**config.mk**
```make
export PLATFORM = sky130hd
export DESIGN_NAME = ps2_transmitter
export DESIGN_NICKNAME = d
export VERILOG_FILES = /design/src/rtl/ps2_transmitter.sv
export SDC_FILE = /design/constraint.sdc
export NUM_CORES = 1
export LEC_CHECK = 0
export CORE_MARGIN = 2
export CORE_UTILIZATION = 40
export CTS_CLUSTER_DIAMETER = 80
export DETAILED_ROUTE_END_ITERATION = 10
export PLACE_DENSITY = 0.69
export SLEW_MARGIN = 20
export SYNTH_ARGS = -nofsm -noshare
export SYNTH_HDL_FRONTEND = slang
export SYNTH_SLANG_ARGS = --single-unit
```
**constraint.sdc**
```tcl
create_clock -name clk -period 2.2 [get_ports clk]
set_clock_uncertainty 0.15 [all_clocks]
set_input_delay 0.44 -clock clk [delete_from_list [all_inputs] [get_ports clk]]
set_output_delay 0.44 -clock clk [all_outputs]
set_load 0.05 [all_outputs]
```
**src/rtl/ps2_transmitter.sv**
```systemverilog
// Host-to-device PS/2 transmitter: sends one byte to the device with open-drain low-enables and odd parity.
// Define PS2_TX_FILTER_EN to add a stability filter on the synchronized ps2_clock.
module ps2_transmitter #(
  parameter int INHIBIT_CYCLES = 6000,
  parameter int TIMEOUT_CYCLES = 750000,
  parameter int FILTER_LEN     = 8
) (
  input  logic       clk,
  input  logic       n_res,
  input  logic       clk0,
  input  logic       tx_wr,
  input  logic [7:0] tx_data,
  input  logic       status_ack,
  input  logic       ps2_clock,
  input  logic       ps2_data,
  output logic       ps2_clock_low,
  output logic       ps2_data_low,
  output logic       tx_busy,
  output logic       tx_done,
  output logic       tx_err,
  output logic       rx_inhibit
);

  localparam int INH_W = $clog2(INHIBIT_CYCLES) + 1;
  localparam int TO_W  = $clog2(TIMEOUT_CYCLES) + 1;

  typedef enum logic [2:0] {
    S_IDLE,
    S_INHIBIT,
    S_REQ,
    S_DATA,
    S_PARITY,
    S_STOP,
    S_WAIT_IDLE
  } state_t;

  state_t           state_q, state_d;
  logic             clk_meta_q, clk_meta_d;
  logic             clk_sync_q, clk_sync_d;
  logic             data_meta_q, data_meta_d;
  logic             data_sync_q, data_sync_d;
  logic             clk_prev_q, clk_prev_d;
  logic             wr_q, wr_d;
  logic [7:0]       shift_q, shift_d;
  logic             parity_q, parity_d;
  logic [3:0]       bit_cnt_q, bit_cnt_d;
  logic [INH_W-1:0] inh_cnt_q, inh_cnt_d;
  logic [TO_W-1:0]  tout_cnt_q, tout_cnt_d;
  logic             clock_low_q, clock_low_d;
  logic             data_low_q, data_low_d;
  logic             done_q, done_d;
  logic             err_q, err_d;

  logic clk_level;
  logic fall;
  logic start;
  logic in_active;
  logic tout_hit;

`ifdef PS2_TX_FILTER_EN
  localparam int FLT_W = $clog2(FILTER_LEN) + 1;

  logic             filt_q, filt_d;
  logic [FLT_W-1:0] filt_cnt_q, filt_cnt_d;

  // The filtered level only follows a new value held for FILTER_LEN consecutive cycles.
  always_comb begin
    filt_d     = filt_q;
    filt_cnt_d = '0;
    if (clk_sync_q != filt_q) begin
      if (filt_cnt_q == FLT_W'(FILTER_LEN - 1)) begin
        filt_d = clk_sync_q;
      end else begin
        filt_cnt_d = filt_cnt_q + 1'b1;
      end
    end
  end

  always_ff @(posedge clk) begin
    if (!n_res) begin
      filt_q     <= 1'b1;
      filt_cnt_q <= '0;
    end else begin
      filt_q     <= filt_d;
      filt_cnt_q <= filt_cnt_d;
    end
  end

  assign clk_level = filt_q;
`else
  assign clk_level = clk_sync_q;
`endif

  assign fall      = clk_prev_q & ~clk_level;
  assign start     = clk0 & tx_wr & ~wr_q & (state_q == S_IDLE);
  assign in_active = (state_q == S_REQ) || (state_q == S_DATA) || (state_q == S_PARITY) ||
                     (state_q == S_STOP) || (state_q == S_WAIT_IDLE);
  assign tout_hit  = (tout_cnt_q == TO_W'(TIMEOUT_CYCLES - 1));

  always_comb begin
    state_d     = state_q;
    clk_meta_d  = ps2_clock;
    clk_sync_d  = clk_meta_q;
    data_meta_d = ps2_data;
    data_sync_d = data_meta_q;
    clk_prev_d  = clk_level;
    wr_d        = clk0 ? tx_wr : wr_q;
    shift_d     = shift_q;
    parity_d    = parity_q;
    bit_cnt_d   = bit_cnt_q;
    inh_cnt_d   = inh_cnt_q;
    tout_cnt_d  = tout_cnt_q;
    clock_low_d = clock_low_q;
    data_low_d  = data_low_q;
    done_d      = done_q;
    err_d       = err_q;

    // Flag sets below are applied after this, so a set on the same cycle wins.
    if (status_ack) begin
      done_d = 1'b0;
      err_d  = 1'b0;
    end

    if (in_active && (tout_cnt_q != {TO_W{1'b1}})) begin
      tout_cnt_d = tout_cnt_q + 1'b1;
    end

    case (state_q)
      S_IDLE: begin
        clock_low_d = 1'b0;
        data_low_d  = 1'b0;
        if (start) begin
          shift_d     = tx_data;
          parity_d    = ~^tx_data;
          done_d      = 1'b0;
          err_d       = 1'b0;
          inh_cnt_d   = '0;
          clock_low_d = 1'b1;
          state_d     = S_INHIBIT;
        end
      end
      S_INHIBIT: begin
        if (inh_cnt_q == INH_W'(INHIBIT_CYCLES - 1)) begin
          clock_low_d = 1'b0;
          data_low_d  = 1'b1;
          tout_cnt_d  = '0;
          state_d     = S_REQ;
        end else begin
          inh_cnt_d = inh_cnt_q + 1'b1;
        end
      end
      S_REQ: begin
        if (fall) begin
          data_low_d = ~shift_q[0];
          shift_d    = {1'b0, shift_q[7:1]};
          bit_cnt_d  = 4'd1;
          state_d    = S_DATA;
        end
      end
      S_DATA: begin
        if (fall) begin
          if (bit_cnt_q == 4'd8) begin
            data_low_d = ~parity_q;
            state_d    = S_PARITY;
          end else begin
            data_low_d = ~shift_q[0];
            shift_d    = {1'b0, shift_q[7:1]};
            bit_cnt_d  = bit_cnt_q + 1'b1;
          end
        end
      end
      S_PARITY: begin
        if (fall) begin
          data_low_d = 1'b0;
          state_d    = S_STOP;
        end
      end
      S_STOP: begin
        if (fall) begin
          if (!data_sync_q) begin
            state_d = S_WAIT_IDLE;
          end else begin
            err_d   = 1'b1;
            done_d  = 1'b0;
            state_d = S_IDLE;
          end
        end
      end
      S_WAIT_IDLE: begin
        if (clk_level && data_sync_q) begin
          done_d  = 1'b1;
          err_d   = 1'b0;
          state_d = S_IDLE;
        end
      end
      default: state_d = S_IDLE;
    endcase

    // Timeout overrides whatever the frame did this cycle, including a completing ack.
    if (in_active && tout_hit) begin
      clock_low_d = 1'b0;
      data_low_d  = 1'b0;
      err_d       = 1'b1;
      done_d      = 1'b0;
      state_d     = S_IDLE;
    end
  end

  always_ff @(posedge clk) begin
    if (!n_res) begin
      state_q     <= S_IDLE;
      clk_meta_q  <= 1'b1;
      clk_sync_q  <= 1'b1;
      data_meta_q <= 1'b1;
      data_sync_q <= 1'b1;
      clk_prev_q  <= 1'b1;
      wr_q        <= 1'b0;
      shift_q     <= '0;
      parity_q    <= 1'b0;
      bit_cnt_q   <= '0;
      inh_cnt_q   <= '0;
      tout_cnt_q  <= '0;
      clock_low_q <= 1'b0;
      data_low_q  <= 1'b0;
      done_q      <= 1'b0;
      err_q       <= 1'b0;
    end else begin
      state_q     <= state_d;
      clk_meta_q  <= clk_meta_d;
      clk_sync_q  <= clk_sync_d;
      data_meta_q <= data_meta_d;
      data_sync_q <= data_sync_d;
      clk_prev_q  <= clk_prev_d;
      wr_q        <= wr_d;
      shift_q     <= shift_d;
      parity_q    <= parity_d;
      bit_cnt_q   <= bit_cnt_d;
      inh_cnt_q   <= inh_cnt_d;
      tout_cnt_q  <= tout_cnt_d;
      clock_low_q <= clock_low_d;
      data_low_q  <= data_low_d;
      done_q      <= done_d;
      err_q       <= err_d;
    end
  end

  assign ps2_clock_low = clock_low_q;
  assign ps2_data_low  = data_low_q;
  assign tx_busy       = (state_q != S_IDLE);
  assign rx_inhibit    = (state_q != S_IDLE);
  assign tx_done       = done_q;
  assign tx_err        = err_q;

endmodule

```
[Yosys cells after proc, flatten, opt, wreduce, memory -nomap -nowiden]
Cells that the tools add are included.
Word-level totals
  register bits after elaboration: 61
Operators by class
  multiplexer cells: 47
  add/subtract/negate cells: 3
  equality and inequality tests: 20
  bitwise logic cells: 9
  reduce and logical (&&, ||, !) cells: 22
Operators by type and width (number)
  $mux W21: 3
  $mux W8: 4
  $mux W14: 2
  $pmux W14 S2: 1
  $mux W3: 9
  $pmux W8 S3: 1
  $add A21 B1 Y21 const B: 1
  $eq A21 B20 Y1 const B: 1
  $ne A21 B21 Y1 const B: 1
  $pmux W3 S7: 1
  $mux W1: 18
  $ne A2 B2 Y1 const B: 8
  $add A14 B1 Y14 const B: 1
  $eq A14 B13 Y1 const B: 1
  $mux W4: 3
  $reduce_and A5 Y1: 2
  $eq A3 B3 Y1 const B: 3
  $pmux W4 S2: 1
  $reduce_and A8 Y1: 1
  $reduce_xnor A8 Y1: 1
  $eq A3 B2 Y1 const B: 2
  $pmux W1 S3: 2
  $reduce_bool A3 Y1: 2
  $not A1 Y1: 5
  16 further kinds: 27

[Depth between registers and ports, before layout]
Gate-level depths: netlist (run 1).
  depth after elaboration: 9
  gate-level depth with buffers: 8
  gate-level depth less buffers: 7

[Least setup slack after synthesis (run 1)]
Ideal clock, no wire load.
  kind: reg-to-reg
  from: register state_q[2]
  to: register inh_cnt_q[10]
  data arrival time: 1.843 ns
  path buffers: 2
  setup slack: 0.090 ns
  stages on the path, launching flop included: 7
  cells stage by stage: dfxtp_1 -> buf_4 -> or3_1 -> or3_1 -> nand2_1 -> buf_2 -> nor2_1
Between the ends
  cells in the longest elaborated chain, start to end: 4
RTL lines
  from (decl): line 37  | state_t state_q, state_d;
  from (signal assigned): line 228  | state_q <= state_d;
  $logic_not A3 Y1: line 95, 128
  $and A1 B1 Y1: line 95  | assign start = clk0 & tx_wr & ~wr_q & (state_q == S_IDLE);
  $ne A2 B2 Y1 (no line)
  $reduce_and A3 Y1 (no line)
  to (signal assigned): line 238  | inh_cnt_q <= inh_cnt_d;
  to (decl): line 47  | logic [INH_W-1:0] inh_cnt_q, inh_cnt_d;
Several ways; a longest one is shown, not always the timed one.
A chain may end at the register's enable or synchronous reset.

[Worst setup path after layout (run 1)]
  from: register data_low_q, in the netlist ps2_data_low
  to: output ps2_data_low
RTL lines
  from (decl): line 50  | logic data_low_q, data_low_d;
  from (signal assigned): line 241  | data_low_q <= data_low_d;
  to (decl): line 17  | output logic ps2_data_low,
No word-level cell between the ends.

==> impl_results.md, run 1 <==
* Filler cell count at approximately 780
* Via density at approximately 5.5
* Status: finished, final reports clean
* Fin. max-slew vios at 0
* Final std cell area, no fill at 4050 um2
* Crit path largest cell delay at slightly above 0.8 ns
* IO Count at 21
* Initial antenna violation count at 0
* R2R Path Start: inh_cnt_q[1]
* Die H at approximately 95 um
* Layout Cells excl Fill at 536
* Max Cap Violations at 0
* RR Endpoint: inh_cnt_q[0]
* Clk sink count at 61
* Initial Utilization at between 40% and 50%
* Vias in the first global route at between 2,000 and 3,000
* Hold-critical path depth at 1
* Hold buffer count at CTS at 0
* Worst Tran Pin Value at 0.682 ns
* Seq/Total Area, Yosys at a little over a third
* Synth top area cells: dfxtp_1 37%, xnor2_1 5.0%, nand2_1 4.5%, nor2_1 3.6%, nand3_1 3.1%
* Tcrit/Tclk final at just under 100%
* GRT Residual Overflow at 0
* DP Area at between 3000 and 4000 um2
* Final core area utilization at about half
* Synth Flop Type: dfxtp_1
* Min setup slack post-route at approximately 0.08 ns
* Pin count of the biggest net entering global routing at 23
* Top-count cell post-synth: dfxtp_1
* Diode count at 0
* Final WL at ~7600 um
* CP Capture Type: output port
* Max VDD drop at between 0.3 and 0.4 mV
* Flops & latches, synth at 61
* Final Hold Viols at 0
* Routed len/inst at roughly 14 um
* Worst hold-check path type: reg2reg
* FFs w/ async S/R, synth at 0%
* Die area at slightly above 9000 um2
* Worst-Skew Late Latency at 0.35 ns
* Crit Path Class: reg2out
* CP cell instances: clkdlybuf4s50_1
* Cell count after placement at 520
* Fin Setup TNS at 0 ns
* Total power at 2.79 mW
* Cell taking the most area after synthesis: dfxtp_1
* Top cells by count, synth: 61 x dfxtp_1, 40 x nand2_1, 32 x nor2_1
* GPL Wtd Cong at approximately 0.88
* Site row count at 33
* Final worst path period need at ~2.1 ns
* Worst path bufs/invs at 1
* CTS tree: built
* Synth unique cells at between 60 and 70
* Post-synth EDFFs at 0
* Worst-path fanout max at 3
* DR vias at 2,971
* Area delta synth->final at 21.2%
* Worst setup SP type: flip-flop
* Hpwl dp at roughly 5400 um
* Num CTS Buffers at 9
* Worst-path clk slew at ~0.080 ns
* Rel. slew slack at 54.1%
* CP max stage cell: clkdlybuf4s50_1
* Syn_area_per_cell at 8.53 um2
* Fmax at 472 MHz
* Hold EP: clk_level
* Pre-CTS setup slack at -0.0654 ns
* Worst Path Required at roughly 1.6 ns
* Drt drc at 0
* PD cells at between 600 and 700 nW/um2
* Tot GR Track Use at between 15 and 20%
* Reg2reg setup slack at roughly 0.090 ns
* CTS root buf: clkbuf_8
* Yosys warnings at 0
* Nets at approximately 450
* First-pass GRT wire length at 12,600 um
* H-Tree Depth at 3
* CP arrival at about 1.5 ns
* LEAKAGE at 1.49 nW
* Worst Hold Slack at ~0.26 ns
* Area fraction of the dominant cell type after synthesis at approximately 37%
* Hold path start: clk_meta_q
* Initial drt markers at ~140
* Max clock buf depth at 2
* Detail Route Antenna Nets at 0
* Syn nets at about 410
* Mapped cell area at about 3300 um2
* Detailed Routing Iterations Pass 1 at 4
* R2R depth at 7
* RSZ-0062 raised after global routing: true
* Synthesized instance count at between 300 and 400
* Core area at 8180 um2
* # setup viols final at 0
* Number of buffers added on ports at 20
* Layout cell share with drive strength beyond 1 at about 14%
* Die X at 95.4 um
* Top delay family on crit path: buffers and inverters
[cells in the final DEF (no fill, tap or decap), drive strengths merged, types with 3 or more instances in the layout]
cell            n
a2111oi         5
a211oi          3
a21boi          9
a21oi          19
a31oi           3
and3            5
and4            5
and4b           3
buf            26
bufinv          3
clkbuf         11
clkdlybuf4s50  18
dfxtp          61
ha              4
inv             8
mux2i           9
nand2          40
nand2b         10
nand3          21
nand4          10
nand4bb         3
nor2           32
nor2b           5
nor3            7
nor3b           4
nor4            6
o211a           7
o211ai          6
o21ai          19
or3            11
or4             4
xnor2          19
xor2            6
[repair_timing]
item,4_1_cts,5_1_grt
endpoints found under the hold margin,0,0
resized for setup,0,4
setup endpoints to repair,0,16
buffers inserted,0,0
[per-layer routing]
metal | GRT usage [%] | vias up | share of wire [%]
li1 | - | 1502 | -
met1 | 22.8 | 1400 | 48
met2 | 27.8 | 55 | 46
met3 | 4.82 | 14 | 3.3
met4 | 7.14 | 0 | 2.1
met5 | 0 | - | 0
[sequential cells by signal (all words and copies together), names as in the netlist, 3 cells and up]
name        flops
inh_cnt_q      14
shift_q         8
bit_cnt_q       4
state_q         3
tout_cnt_q     21
[kinds of logic (layout without fill, tap and decap cells)]
family | count (synthesis) | in the layout | share of synthesized area (%)
xor+xnor | 25 | 25 | 6.55
fa+ha+maj | 4 | 4 | 1.50
simple gates | 176 | 176 | 29.8
compound gates | 88 | 88 | 18.7
buf+inv | 29 | 68 | 4.23
flops | 61 | 61 | 36.5
mux | 9 | 9 | 2.69
[worst max path at each step]
| stage | from | endpoint | slack, ns | depth (start not counted) |
|---|---|---|---|---|
| after floorplan | state_q[2] | inh_cnt_q[10] | 0.09 | 6 |
| after global placement | clk0 | shift_q[7] | -0.06 | 8 |
| after detailed placement | clk0 | shift_q[7] | -0.07 | 8 |
| after CTS | inh_cnt_q[1] | inh_cnt_q[12] | 0.04 | 7 |
| after global routing | inh_cnt_q[1] | tout_cnt_q[1] | -0.03 | 7 |
| final | ps2_data_low | ps2_data_low | 0.08 | 1 |
[where the power goes]
group / total (mW) / internal [mW] / switching, mW
sequential: 1.16 / 1.13 / 0.0263
clock: 1.28 / 0.816 / 0.465
combinational: 0.348 / 0.168 / 0.180
total: 2.79 / 2.12 / 0.671
[worst register-to-register path: stages, from the launching register on]
cell,delay (ns)
dfxtp_1,0.37
ha_1,0.22
nand4bb_1,0.22
o41a_4,0.59
o21ai_4,0.17
buf_4,0.14
nand2_1,0.06
a21boi_1,0.12
[final cells by class]
type                    count  area [um2]  area share [%]
clock buffers              11         151            3.74
clock inverters             5         106            2.62
inverters                   8        30.0           0.741
multi-input cells         302        2000            49.3
flip-flops and latches     61        1220            30.2
well taps                 105         131            3.24
repair buffers             44         413            10.2
(Power assumes the default switching activity.)
==> run 2, diff against run 1 <==
--- a/config.mk
+++ b/config.mk
@@ -10,7 +10,7 @@
 export CTS_CLUSTER_DIAMETER = 80
 export DETAILED_ROUTE_END_ITERATION = 10
 export PLACE_DENSITY = 0.69
-export SLEW_MARGIN = 20
+export SLEW_MARGIN = 15
 export SYNTH_ARGS = -nofsm -noshare
 export SYNTH_HDL_FRONTEND = slang
 export SYNTH_SLANG_ARGS = --single-unit
==> results of run 2 <==
Same layout as run 1: the final DEF is identical, and so are final timing and power.
